File: config.mk
export PLATFORM = sky130hd
export DESIGN_NAME = uart_tx_datapath
export DESIGN_NICKNAME = d
export VERILOG_FILES = /design/src/rtl/uart_tx_pkg.sv /design/src/rtl/uart_tx_serializer.sv /design/src/rtl/uart_tx_datapath.sv
export SDC_FILE = /design/constraint.sdc
export NUM_CORES = 1
export LEC_CHECK = 0
export CORE_MARGIN = 2
export CORE_UTILIZATION = 40
export DETAILED_ROUTE_END_ITERATION = 16
export PLACE_DENSITY = 0.67
export SLEW_MARGIN = 0
export SYNTH_ARGS = -nofsm -noshare
export SYNTH_HDL_FRONTEND = slang
export SYNTH_SLANG_ARGS = --single-unit
File: constraint.sdc
create_clock -name CLK -period 3.4 [get_ports CLK]
set_input_delay 0.68 -clock CLK [delete_from_list [all_inputs] [get_ports CLK]]
set_output_delay 0.68 -clock CLK [all_outputs]
set_load 0.01 [all_outputs]
File: src/rtl/uart_tx_pkg.sv
// Shared encodings between the UART TX control FSM and its transmit datapath.
package uart_tx_pkg;

  typedef enum logic [1:0] {
    MUX_START = 2'b00,
    MUX_IDLE  = 2'b01,
    MUX_SER   = 2'b10,
    MUX_PAR   = 2'b11
  } mux_sel_e;

  localparam logic PAR_EVEN = 1'b0;
  localparam logic PAR_ODD  = 1'b1;

endpackage

File: src/rtl/uart_tx_serializer.sv
// LSB-first shift register with a wrapping bit counter; flags the last data bit.
module uart_tx_serializer #(
  parameter int DATA_WIDTH = 8
) (
  input  logic                  CLK,
  input  logic                  RST,
  input  logic                  load,
  input  logic [DATA_WIDTH-1:0] load_data,
  input  logic                  ser_en,
  output logic                  ser_data,
  output logic                  ser_done
);

  localparam int CNT_W = $clog2(DATA_WIDTH);
  localparam logic [CNT_W-1:0] LAST_BIT = CNT_W'(DATA_WIDTH - 1);

  logic [DATA_WIDTH-1:0] shift_reg;
  logic [CNT_W-1:0]      bit_cnt;

  // Load wins over shifting so a fresh byte always starts from bit 0.
  always_ff @(posedge CLK or posedge RST) begin
    if (RST) begin
      shift_reg <= '0;
      bit_cnt   <= '0;
    end else if (load) begin
      shift_reg <= load_data;
      bit_cnt   <= '0;
    end else if (ser_en) begin
      shift_reg <= shift_reg >> 1;
      bit_cnt   <= (bit_cnt == LAST_BIT) ? '0 : bit_cnt + 1'b1;
    end
  end

  assign ser_data = shift_reg[0];
  assign ser_done = ser_en && (bit_cnt == LAST_BIT);

endmodule

File: src/rtl/uart_tx_datapath.sv
// UART TX datapath: latches byte and parity, serializes, and drives the registered line.
module uart_tx_datapath
  import uart_tx_pkg::*;
#(
  parameter int DATA_WIDTH = 8
) (
  input  logic                  CLK,
  input  logic                  RST,
  input  logic [DATA_WIDTH-1:0] P_DATA,
  input  logic                  Data_Valid,
  input  logic                  PAR_TYP,
  input  logic                  ser_en,
  input  logic [1:0]            mux_sel,
  output logic                  ser_done,
  output logic                  TX_OUT
);

  logic load;
  logic ser_data;
  logic par_bit;

  // Only accept a new byte while the FSM is idle or sending the stop bit.
  assign load = Data_Valid && (mux_sel == MUX_IDLE);

  uart_tx_serializer #(
    .DATA_WIDTH(DATA_WIDTH)
  ) u_serializer (
    .CLK      (CLK),
    .RST      (RST),
    .load     (load),
    .load_data(P_DATA),
    .ser_en   (ser_en),
    .ser_data (ser_data),
    .ser_done (ser_done)
  );

  always_ff @(posedge CLK or posedge RST) begin
    if (RST) begin
      par_bit <= 1'b0;
    end else if (load) begin
      par_bit <= (PAR_TYP == PAR_ODD) ? ~^P_DATA : ^P_DATA;
    end
  end

  // Line lags the FSM state by one cycle; reset forces it idle-high.
  always_ff @(posedge CLK or posedge RST) begin
    if (RST) begin
      TX_OUT <= 1'b1;
    end else begin
      case (mux_sel)
        MUX_START: TX_OUT <= 1'b0;
        MUX_IDLE:  TX_OUT <= 1'b1;
        MUX_SER:   TX_OUT <= ser_data;
        default:   TX_OUT <= par_bit;
      endcase
    end
  end

endmodule

==> qor.csv <==
metric;value;unit
start_util;44.14;%
synth.most_common_cell;dfrtp_1;
grt_overflow_total;0;
ys_types;19;
drt_iter0_markers;4;
timing.fmax;404.9;MHz
max_slew_margin;62.91;%
cpPeakStageDelay;0.52;ns
drtPass1Iterations;3;
clk_latency;0.28;ns
critPathMaxFanout;2;
ys_ff_latch;13;
finClkSkew;0.0009505;ns
nets;102;
die_w;45.48;um
switching_share;28.94;%
power_frac_comb;27.6;%
fp.dieH;45.48;um
antenna_found_initial;0;
period_share;72.64;%
synth_area_leaders;dfrtp_1 44%, mux2i_1 13%, nand2_1 5.5%;
p_per_area;491.1;mW/mm^2
r2r_slack;2.22;ns
synth_nets;83;
grt_pass1_vias;546;
finalSetupViolations;0;
core_area;0.001559;sq mm
worstSetupPathType;input pin to primary output;
die-area;0.002068;sq mm
cap_viol_max_count;0;
cts_setup_buffers;0;
via_per_inst;5.010;
ys_seq_area_share;47.45;%
yosys.area.top_type_share;43.64;%
dpl.hpwl;878.8;um
root_buffer;clkbuf_4;
synth-async-reset-ratio;100.0;%
ys.flop_type;dfrtp_1;
slew_violations;0;
hold_viol;0;
p_sw;126.1;uW
drive_above_1_share;5.952;%
hold_buffers;0;
syn_area_per_cell;10.43;sq um
drc_errors;0;
io_pins;17;
gp_congestion;0.6916;
cp_common_cell;clkdlybuf4s50_1;
synth_edf_count;0;
cts_buffer_depth;2;
cp-end-kind;primary output;
tightest_slew;0.5564;ns
fin_tns_setup;0;ns
clkPwrFrac;22.8;%
peakVddDrop;0.2225;mV
wirelength;1.183;mm
synth_area;688.2;sq um
grt_max_degree;19;
cts_tree;yes;
grt_first_pass_wirelength;2.208;mm
post-route-cell-area;887.1;sq um
rsz0062_at_grt;false;
rows;14;
internal_power;309.6;uW
clk_pin_slew;0.08;ns
crit_arrival;1.79;ns
crit_chain;clkdlybuf4s50_1 > and2_1 > clkdlybuf4s50_1;
leakagePower;0.0004116;uW
io_buffers;16;
synth_common_cells;12 x dfrtp_1, 10 x nand2_1, 9 x mux2i_1;
cts_max_level;1;
required;2.72;ns
power_frac_seq;49.6;%
placed_cell_area;860.8;sq um
largest_reg_flops;8;
synth_warnings;0;
outcome;finished clean;
track_usage;15.23;%
min_path_type;flip-flop to flip-flop;
ant_nets;0;
clock_sinks;13;
syn2layout_area_growth;28.91;%
start_kind;input pin;
wl_per_cell;11.83;um
cp_slowest_cell;clkdlybuf4s50_1;
syn_inst;66;
layout_min_cycle_time;2.470;ns
num_vias;501;
cts_resized;0;
yosysTopAreaCell;dfrtp_1;
cts_made_buffers;3;
antennaDiodeCount;0;
[through the flow]
step / hold slack (ns) / total power [uW] / utilization [%] / instances / worst slack, ns
6_report: 0.5002 / 435.7 / 56.90 / 100 / 0.9301
5_1_grt: 0.5483 / 475.3 / 56.90 / 100 / 0.8978
4_1_cts: 0.5055 / 442.5 / 56.90 / 100 / 0.9225
3_5_place_dp: 0.4858 / 342.6 / 55.22 / 96 / 0.9278
3_3_place_gp: 0.4761 / 337.7 / 55.22 / 96 / 0.9321
2_1_floorplan: 0.4556 / 298.6 / - / 66 / 1.640
[placed cells by master, fill, tap and decap left out]
cell type	n
clkdlybuf4s50_1	16
dfstp_2	1
xnor2_1	4
a31oi_1	1
clkbuf_4	3
o21ai_0	7
and3b_1	1
o21ai_1	1
nand2_1	10
nor2_1	3
buf_4	1
inv_1	2
clkbuf_1	1
dfrtp_1	12
nand3b_1	3
xor2_1	2
mux2i_1	9
a21oi_1	2
and2_1	1
xnor3_1	1
nand2b_1	1
ha_1	2
[final cells by class]
cell class | count | area (sq um)
Multi-Input combinational cell | 48 | 339.1
Tap cell | 16 | 20.02
Timing Repair Buffer | 17 | 167.7
Clock buffer | 4 | 26.28
Fill cell | 142 | 671.9
Inverter | 2 | 7.507
Sequential cell | 13 | 326.6
[logic make-up after synthesis]
logic type | count (synthesis) | synth area share (%)
and+or+nand+nor | 19 | 13.46
DFF | 13 | 47.46
AOI/OAI and AO/OA | 11 | 8.181
muxes | 9 | 13.09
xor gates and xnor gates | 7 | 10.91
buffers and inverters | 5 | 3.272
adders and majority gates | 2 | 3.636
[worst max-delay path, delay by kind of cell]
kind,cells,cell delay [ns]
simple gates,1,0.12
buf+inv,2,0.99
[worst paths after layout]
| kind | from | end | cells past startpoint |
|---|---|---|---|
| worst max-delay path | ser_en | ser_done | 3 |
| worst min-delay path | par_bit | par_bit | 2 |
| worst max register to register | u_serializer.bit_cnt[0] | u_serializer.bit_cnt[1] | 4 |
| worst min register to register | par_bit | par_bit | 2 |
| max in group asynchronous | RST | TX_OUT | 2 |
| min in group asynchronous | RST | u_serializer.shift_reg[0] | 2 |
[per-layer routing]
layer,track usage [%],up-vias,wire (um),share of wire (%)
li1,-,258,-,-
met1,18.18,230,521,44
met2,25.35,9,587,50
met3,2.778,4,49,4.1
met4,8.824,0,24,2.0
met5,0,-,0,0
[power by group through the flow]
stage | Combinational (uW) | Sequential [uW] | Clock (uW)
floorplan | 83.3 | 215 | 0
finish | 120 | 216 | 99.4
detailed placement | 123 | 220 | 0
global placement | 119 | 219 | 0
global route | 143 | 223 | 110
CTS | 122 | 217 | 103
No activity file was read; power rests on OpenSTA's default activity.
